<file path="src/rtl/thunderbird_seq.sv">
// Sequential tail-light controller: LAMPS lamps per side, turn sequencing,
// hazard flashing and a brake overlay, stepped by an internal tick divider.
module thunderbird_seq #(
    parameter int LAMPS    = 3,
    parameter int TICK_DIV = 4,
    parameter int CNT_W    = $clog2(TICK_DIV) + 1
) (
    input  logic             clk,
    input  logic             reset,
    input  logic             left,
    input  logic             right,
    input  logic             hazard,
    input  logic             brake,
    output logic [LAMPS-1:0] lamp_l,
    output logic [LAMPS-1:0] lamp_r,
    output logic             step,
    output logic [1:0]       mode
);

    localparam int PW = $clog2(LAMPS + 1);
    localparam logic [CNT_W-1:0] CNT_TOP = CNT_W'(TICK_DIV - 1);
    localparam logic [PW-1:0]    PH_MAX  = PW'(LAMPS);
    localparam logic [LAMPS-1:0] ONES    = {LAMPS{1'b1}};

    typedef enum logic [1:0] {
        IDLE   = 2'd0,
        LEFT   = 2'd1,
        RIGHT  = 2'd2,
        HAZARD = 2'd3
    } state_t;

    state_t            state, state_nx;
    logic [PW-1:0]     phase, phase_nx;
    logic              haz_on, haz_on_nx;
    logic [CNT_W-1:0]  cnt;
    logic              tick;
    logic              haz_req;
    logic [LAMPS-1:0]  img, img_l, img_r;

    assign tick    = (cnt == CNT_TOP);
    assign haz_req = hazard | (left & right);
    assign step    = tick;
    assign mode    = state;

    always_ff @(posedge clk) begin
        if (!reset) begin
            cnt <= '0;
        end else if (tick) begin
            cnt <= '0;
        end else begin
            cnt <= cnt + CNT_W'(1);
        end
    end

    always_ff @(posedge clk) begin
        if (!reset) begin
            state  <= IDLE;
            phase  <= '0;
            haz_on <= 1'b0;
            lamp_l <= '0;
            lamp_r <= '0;
        end else begin
            state  <= state_nx;
            phase  <= phase_nx;
            haz_on <= haz_on_nx;
            lamp_l <= img_l;
            lamp_r <= img_r;
        end
    end

    // Sequence/hazard state only moves on a tick; priority haz_req > left > right.
    always_comb begin
        state_nx  = state;
        phase_nx  = phase;
        haz_on_nx = haz_on;
        if (tick) begin
            case (state)
                IDLE: begin
                    if (haz_req) begin
                        state_nx  = HAZARD;
                        haz_on_nx = 1'b1;
                    end else if (left) begin
                        state_nx = LEFT;
                        phase_nx = PW'(1);
                    end else if (right) begin
                        state_nx = RIGHT;
                        phase_nx = PW'(1);
                    end
                end
                LEFT, RIGHT: begin
                    if (haz_req) begin
                        state_nx  = HAZARD;
                        phase_nx  = '0;
                        haz_on_nx = 1'b1;
                    end else if (phase < PH_MAX) begin
                        phase_nx = phase + PW'(1);
                    end else begin
                        state_nx = IDLE;
                        phase_nx = '0;
                    end
                end
                HAZARD: begin
                    // Always complete the off half before leaving.
                    if (haz_on) begin
                        haz_on_nx = 1'b0;
                    end else if (haz_req) begin
                        haz_on_nx = 1'b1;
                    end else begin
                        state_nx = IDLE;
                    end
                end
                default: state_nx = IDLE;
            endcase
        end
    end

    always_comb begin
        img = '0;
        for (int i = 0; i < LAMPS; i++) begin
            img[i] = (i < int'(phase_nx));
        end
    end

    // Brake overlay is evaluated every cycle against the upcoming state.
    always_comb begin
        img_l = '0;
        img_r = '0;
        case (state_nx)
            IDLE: begin
                img_l = brake ? ONES : '0;
                img_r = brake ? ONES : '0;
            end
            LEFT: begin
                img_l = img;
                img_r = brake ? ONES : '0;
            end
            RIGHT: begin
                img_l = brake ? ONES : '0;
                img_r = img;
            end
            HAZARD: begin
                img_l = haz_on_nx ? ONES : '0;
                img_r = haz_on_nx ? ONES : '0;
            end
            default: begin
                img_l = '0;
                img_r = '0;
            end
        endcase
    end

endmodule

</file>
<file path="config.mk">
export PLATFORM = sky130hd
export DESIGN_NAME = thunderbird_seq
export DESIGN_NICKNAME = d
export VERILOG_FILES = /design/src/rtl/thunderbird_seq.sv
export SDC_FILE = /design/constraint.sdc
export NUM_CORES = 1
export LEC_CHECK = 0
export ABC_AREA = 1
export CAP_MARGIN = 20
export CORE_MARGIN = 2
export CORE_UTILIZATION = 48
export DETAILED_ROUTE_END_ITERATION = 12
export PLACE_DENSITY_LB_ADDON = 0.08
export SETUP_SLACK_MARGIN = 0.5
export SLEW_MARGIN = 5
export SYNTH_ARGS = -nofsm -noshare
export SYNTH_HDL_FRONTEND = slang
export SYNTH_SLANG_ARGS = --single-unit
</file>
<file path="constraint.sdc">
create_clock -name clk -period 1.8 [get_ports clk]
set_input_delay 0.36 -clock clk [delete_from_list [all_inputs] [get_ports clk]]
set_output_delay 0.36 -clock clk [all_outputs]
set_load 0.005 [all_outputs]
</file>
# Yosys cells after proc, flatten, opt, wreduce, memory -nomap -nowiden
# Index checks and enable logic that the tools add are counted.
classes:
  add_sub_neg: 2
  n_lt_le_gt_ge: 4
  eq_ne: 7
  mux: 25
  bitwise: 3
  reduce_logical: 7
ops:
  columns: ["op", "count"]
  rows:
  - ["$mux W2", 14]
  - ["$pmux W3 S3", 2]
  - ["$eq A2 B2 Y1 const B", 4]
  - ["$reduce_or A2 Y1", 4]
  - ["$mux W3", 2]
  - ["$pmux W2 S3", 1]
  - ["$eq A2 B1 Y1 const B", 2]
  - ["$logic_not A2 Y1", 2]
  - ["$lt A1 B2 Y1 const A", 2]
  - ["$mux W1", 4]
  - ["$pmux W2 S2", 1]
  - ["$add A3 B1 Y3 const B", 1]
  - ["$eq A3 B2 Y1 const B", 1]
  - ["$reduce_or A3 Y1", 1]
  - ["$add A2 B1 Y2 const B", 1]
  - ["$lt A2 B2 Y1 const A", 1]
  - ["$lt A2 B2 Y1 const B", 1]
  - ["$pmux W1 S2", 1]
  - ["$and A1 B1 Y1", 1]
  - ["$not A1 Y1", 1]
  - ["$or A1 B1 Y1", 1]
word_totals:
  regBits: 14
  inputBits: 6
  out_inout_bits: 9
  elab_cells: 54

# Logic depth before layout (Yosys ltp)
depth:
  word_depth: 9
  ltp_mapped: 12
  mapped_depth_nobuf: 12

# Worst setup path after synthesis
# OpenSTA, ideal clock, no wires.
synth_timing:
  path_kind: "register to register"
  start: "register cnt[0]"
  end: "register lamp_l[0]"
  setup_time_ns: 0.058
  t_arrival_ns: 1.498
  required_time_ns: 1.742
  slack_ns: 0.244
  path_stages_with_launch: 11
  n_path_buf: 0
  synth_period_minus_slack_ns: 1.556
  cell_sequence: "dfxtp_1 ha_1 ha_1 inv_2 nor2_8 nand2_1 nand3_1 a21oi_4 nand2b_1 nand2_1 nand2_1"
synth_between:
  elab_chain_cells: 5
  elab_cells_between_ends: 12
  cone_classes: "order compare (1); eq/ne (4); mux (5); reduce/logical (2)"
synth_lines:
  columns: ["item", "line", "text"]
  rows:
  - ["start, declared", "35", "logic [CNT_W-1:0] cnt;"]
  - ["start signal, assigned", "51", "cnt <= cnt + CNT_W'(1);"]
  - ["$eq A3 B2 Y1 *", "40", "assign tick = (cnt == CNT_TOP);"]
  - ["net step", "16", "output logic step,"]
  - ["$mux W2", "76", "if (tick) begin"]
  - ["$eq A2 B2 Y1 / $logic_not A2 Y1 (equally long branches)", "128", "case (state_nx)"]
  - ["$reduce_or A2 Y1 (no source line)", null, null]
  - ["$pmux W3 S3 *", "128", null]
  - ["end signal, assigned", "66", "lamp_l <= img_l;"]
  - ["end, declared", "14", "output logic [LAMPS-1:0] lamp_l,"]
# The timed path passes the listed nets; every way through them passes the cells marked *.
# A chain may end at the register's enable or synchronous reset.

# Final worst setup path
layout_timing:
  start: "register cnt[0]"
  end: "output port step"
layout_between:
  elab_chain_cells: 1
layout_lines:
  columns: ["item", "line"]
  rows:
  - ["$eq A3 B2 Y1", "40"]
  - ["end, declared", "16"]
# Every way passes these cells.

==> results.py <==
metrics = {
    "worst_setup_path": {
        "r2r_cells": 10,
        "critical_path_arrival_ns": 1.15,
        "cp-start-kind": "register",
        "crit_slowest_cell": "dfxtp_2",
        "r2r-start": "cnt[0]",
        "cp-end-kind": "output port",
        "cp_cell_sequence": "ha_4 -> ha_4 -> clkdlybuf4s15_1",
        "reg2reg_to": "lamp_l[0]",
        "path_class": "register to output port",
        "required_ns": 1.44,
        "crit_buf_inv": 1,
        "reg2reg_slack_ns": 0.29,
        "path_common_cell": "ha_4",
        "critPathMaxFanout": 3,
        "cpPeakStageDelay_ns": 0.34,
        "cp_top_family": "flip-flops",
    },
    "floorplan": {
        "start_util_pct": 50.2,
        "core-area_um2": 1490,
        "die_area_um2": 1890,
        "die_w_um": 43.5,
        "rows": 14,
        "die_h_um": 43.5,
        "top_level_ports": 15,
    },
    "synth": {
        "synth_top_area_share_pct": 37.5,
        "yosysSeqAreaShare_pct": 37.5,
        "yosysMostFrequentCell": "nand2_1",
        "synth_area_um2": 747,
        "synth_common_cells": "40 x nand2_1, 15 x inv_1, 14 x dfxtp_1",
        "synth.distinct_cells": 16,
        "yosysWarnings": 0,
        "yosys_register_bits": 14,
        "syn_avg_cell_area_um2": 7.11,
        "synthArstFlopShare_pct": 0,
        "synth_top_cells_by_area": "dfxtp_1 38%, nand2_1 20%, ha_1 10%",
        "synthesis.nets": 117,
        "synth_cells": 105,
        "synth_largest_area_cell": "dfxtp_1",
        "synth_flop_cell": "dfxtp_1",
        "synth_edf_count": 0,
    },
    "grt": {
        "grt_pass1_wl_um": 3350,
        "overflow": 0,
        "grt_start_max_net_pins": 9,
        "grt_pass1_vias": 783,
        "antenna_found_initial": 0,
        "grtUsageTotal_pct": 23.5,
        "grtUsageMet3_pct": 2.50,
        "use_met1_pct": 28.2,
        "top_usage_layer": "met2",
        "use_met2_pct": 41.5,
    },
    "final_layout": {
        "fin_nets": 145,
        "antenna_cells": 0,
        "syn2layout_area_growth_pct": 59.6,
        "drive_above_1_share_pct": 43.2,
        "final_util_pct": 80.1,
        "fillers": 97,
    },
    "timing": {
        "hold_viol_final": 0,
        "fin_crit_ns": 1.51,
        "maxSlewViolCount": 0,
        "worst_pin_slew_ns": 0.254,
        "timing.final.crit_share_pct": 84.1,
        "rsz0062_at_grt": "true",
        "fin_skew_ns": 0.00505,
        "hold_ws_ns": 0.522,
        "fmax_mhz": 661,
        "finalSetupViolations": 0,
        "relSlewSlack_pct": 83.0,
    },
    "hold_path": {
        "min_to": "cnt[0]",
        "hp-start": "cnt[0]",
        "hold_class": "register to register",
        "min_path_cells": 2,
    },
    "pwr": {
        "p_sw_uw": 248,
        "p_leak_nw": 0.592,
        "clockPowerShare_pct": 23.6,
        "power_frac_comb_pct": 31.6,
        "p_int_uw": 531,
        "powerDensity_nw_per_um2": 654,
        "sw_frac_of_total_pct": 31.8,
        "vdd_drop_max_mv": 0.615,
        "seqPwrFrac_pct": 44.7,
    },
    "outcome": {
        "status": "completed",
    },
    "routing": {
        "vias": 785,
        "drc_errors": 0,
        "avgViaCountPerCell": 5.30,
        "drt_iter0_drc": 15,
        "wire_per_inst_um": 13.2,
        "routed_wl_um": 1960,
        "ant_nets": 0,
        "first_pass_iters": 5,
    },
    "clock_tree": {
        "clkLatencyLatePin_ns": 0.28,
        "cts.clk_slew.worst_paths_ns": 0.08,
        "cts-root-buf": "clkbuf_4",
        "cts_max_path_buffers": 2,
        "cts_sinks": 14,
        "cts_tree": "yes",
        "cts-buffers-inserted": 3,
        "htree_levels": 1,
    },
    "placement": {
        "numPortBuffers": 14,
        "dp_hpwl_um": 1210,
        "gp_congestion": 0.872,
    },
    "job": {
        "maxCapViolations": 0,
    },
}
[state kept, by name, summed over array words and instances (netlist names)]
name	flops
cnt	3
lamp_l	3
lamp_r	3
mode	2
phase	2
haz_on	1
[worst max path at each step]
| stage | end | depth (start not counted) | startpoint |
|---|---|---|---|
| detailed placement | lamp_l[0] | 10 | right |
| floorplan | lamp_l[0] | 10 | cnt[0] |
| global placement | lamp_l[1] | 13 | right |
| CTS | step | 3 | cnt[0] |
| finish | step | 3 | cnt[0] |
| global route | lamp_l[0] | 10 | cnt[0] |
[routing by layer]
| metal | wire (um) | part of all wire (%) |
|---|---|---|
| met5 | 0 | 0 |
| met1 | 806 | 41 |
| met2 | 993 | 51 |
| met4 | 61 | 3.1 |
| met3 | 97 | 5.0 |
[tightest hold or removal path: cells and delay by family, from the launching register on]
family / cells / cell delay, ns
DFF: 1 / 0.36
buffers and inverters: 1 / 0.11
and+or+nand+nor: 1 / 0.03
[area by class of cell]
cell class	count	area, um2	area share, %
clock buffer	4	26.3	2.20
timing repair buffer	23	206	17.3
tap	16	20.0	1.68
sequential	14	290	24.3
inverter	16	72.6	6.09
multi-input combinational	75	577	48.4
[power groups by stage]
stage          Sequential (mW)  Clock [mW]  Combinational (mW)
6_report                 0.349       0.184               0.247
5_1_grt                  0.351       0.207               0.267
4_1_cts                  0.348       0.187               0.223
3_5_place_dp             0.357           0               0.181
3_3_place_gp             0.356           0               0.178
2_1_floorplan            0.356           0               0.114
[cells by family after synthesis]
| family | count (synthesis) | share of synthesized area (%) |
|---|---|---|
| buffers and inverters | 16 | 8.04 |
| adder cells (fa/ha/maj) | 6 | 10.0 |
| flip-flops | 14 | 37.5 |
| AO/OA/AOI/OAI | 7 | 6.37 |
| AND/OR/NAND/NOR | 62 | 38.0 |
[through the flow]
stage / power [mW] / setup TNS [ns] / cells / cell area, um2 / setup WS [ns]
2_1_floorplan: 0.470 / 0 / 105 / 825 / 0.383
3_3_place_gp: 0.534 / -0.0216 / 135 / 985 / -0.0116
3_5_place_dp: 0.538 / -0.108 / 135 / 985 / -0.0400
4_1_cts: 0.758 / 0 / 146 / 1140 / 0.288
5_1_grt: 0.825 / 0 / 148 / 1190 / 0.213
6_report: 0.780 / 0 / 148 / 1190 / 0.286
[repair_timing]
| action | in CTS | in global routing |
|---|---|---|
| setup buffers | 7 | 2 |
| pin swaps | 10 | 10 |
| hold buffers | 0 | 0 |
| setup endpoints to repair | 19 | 13 |
| resized for setup | 42 | 14 |
[cell usage in the layout (no fill, tap or decap), drive strengths merged]
cell            n
nand3           8
buf             9
a21oi           4
nor2           10
clkdlybuf4s15   2
o21ai           2
clkdlybuf4s50   2
nand2          41
nand2b          1
dfxtp          14
nand4           2
clkbuf          5
a31oi           1
ha              6
inv            16
dlygate4sd2     9
No activity file was read; power rests on OpenSTA's default activity.
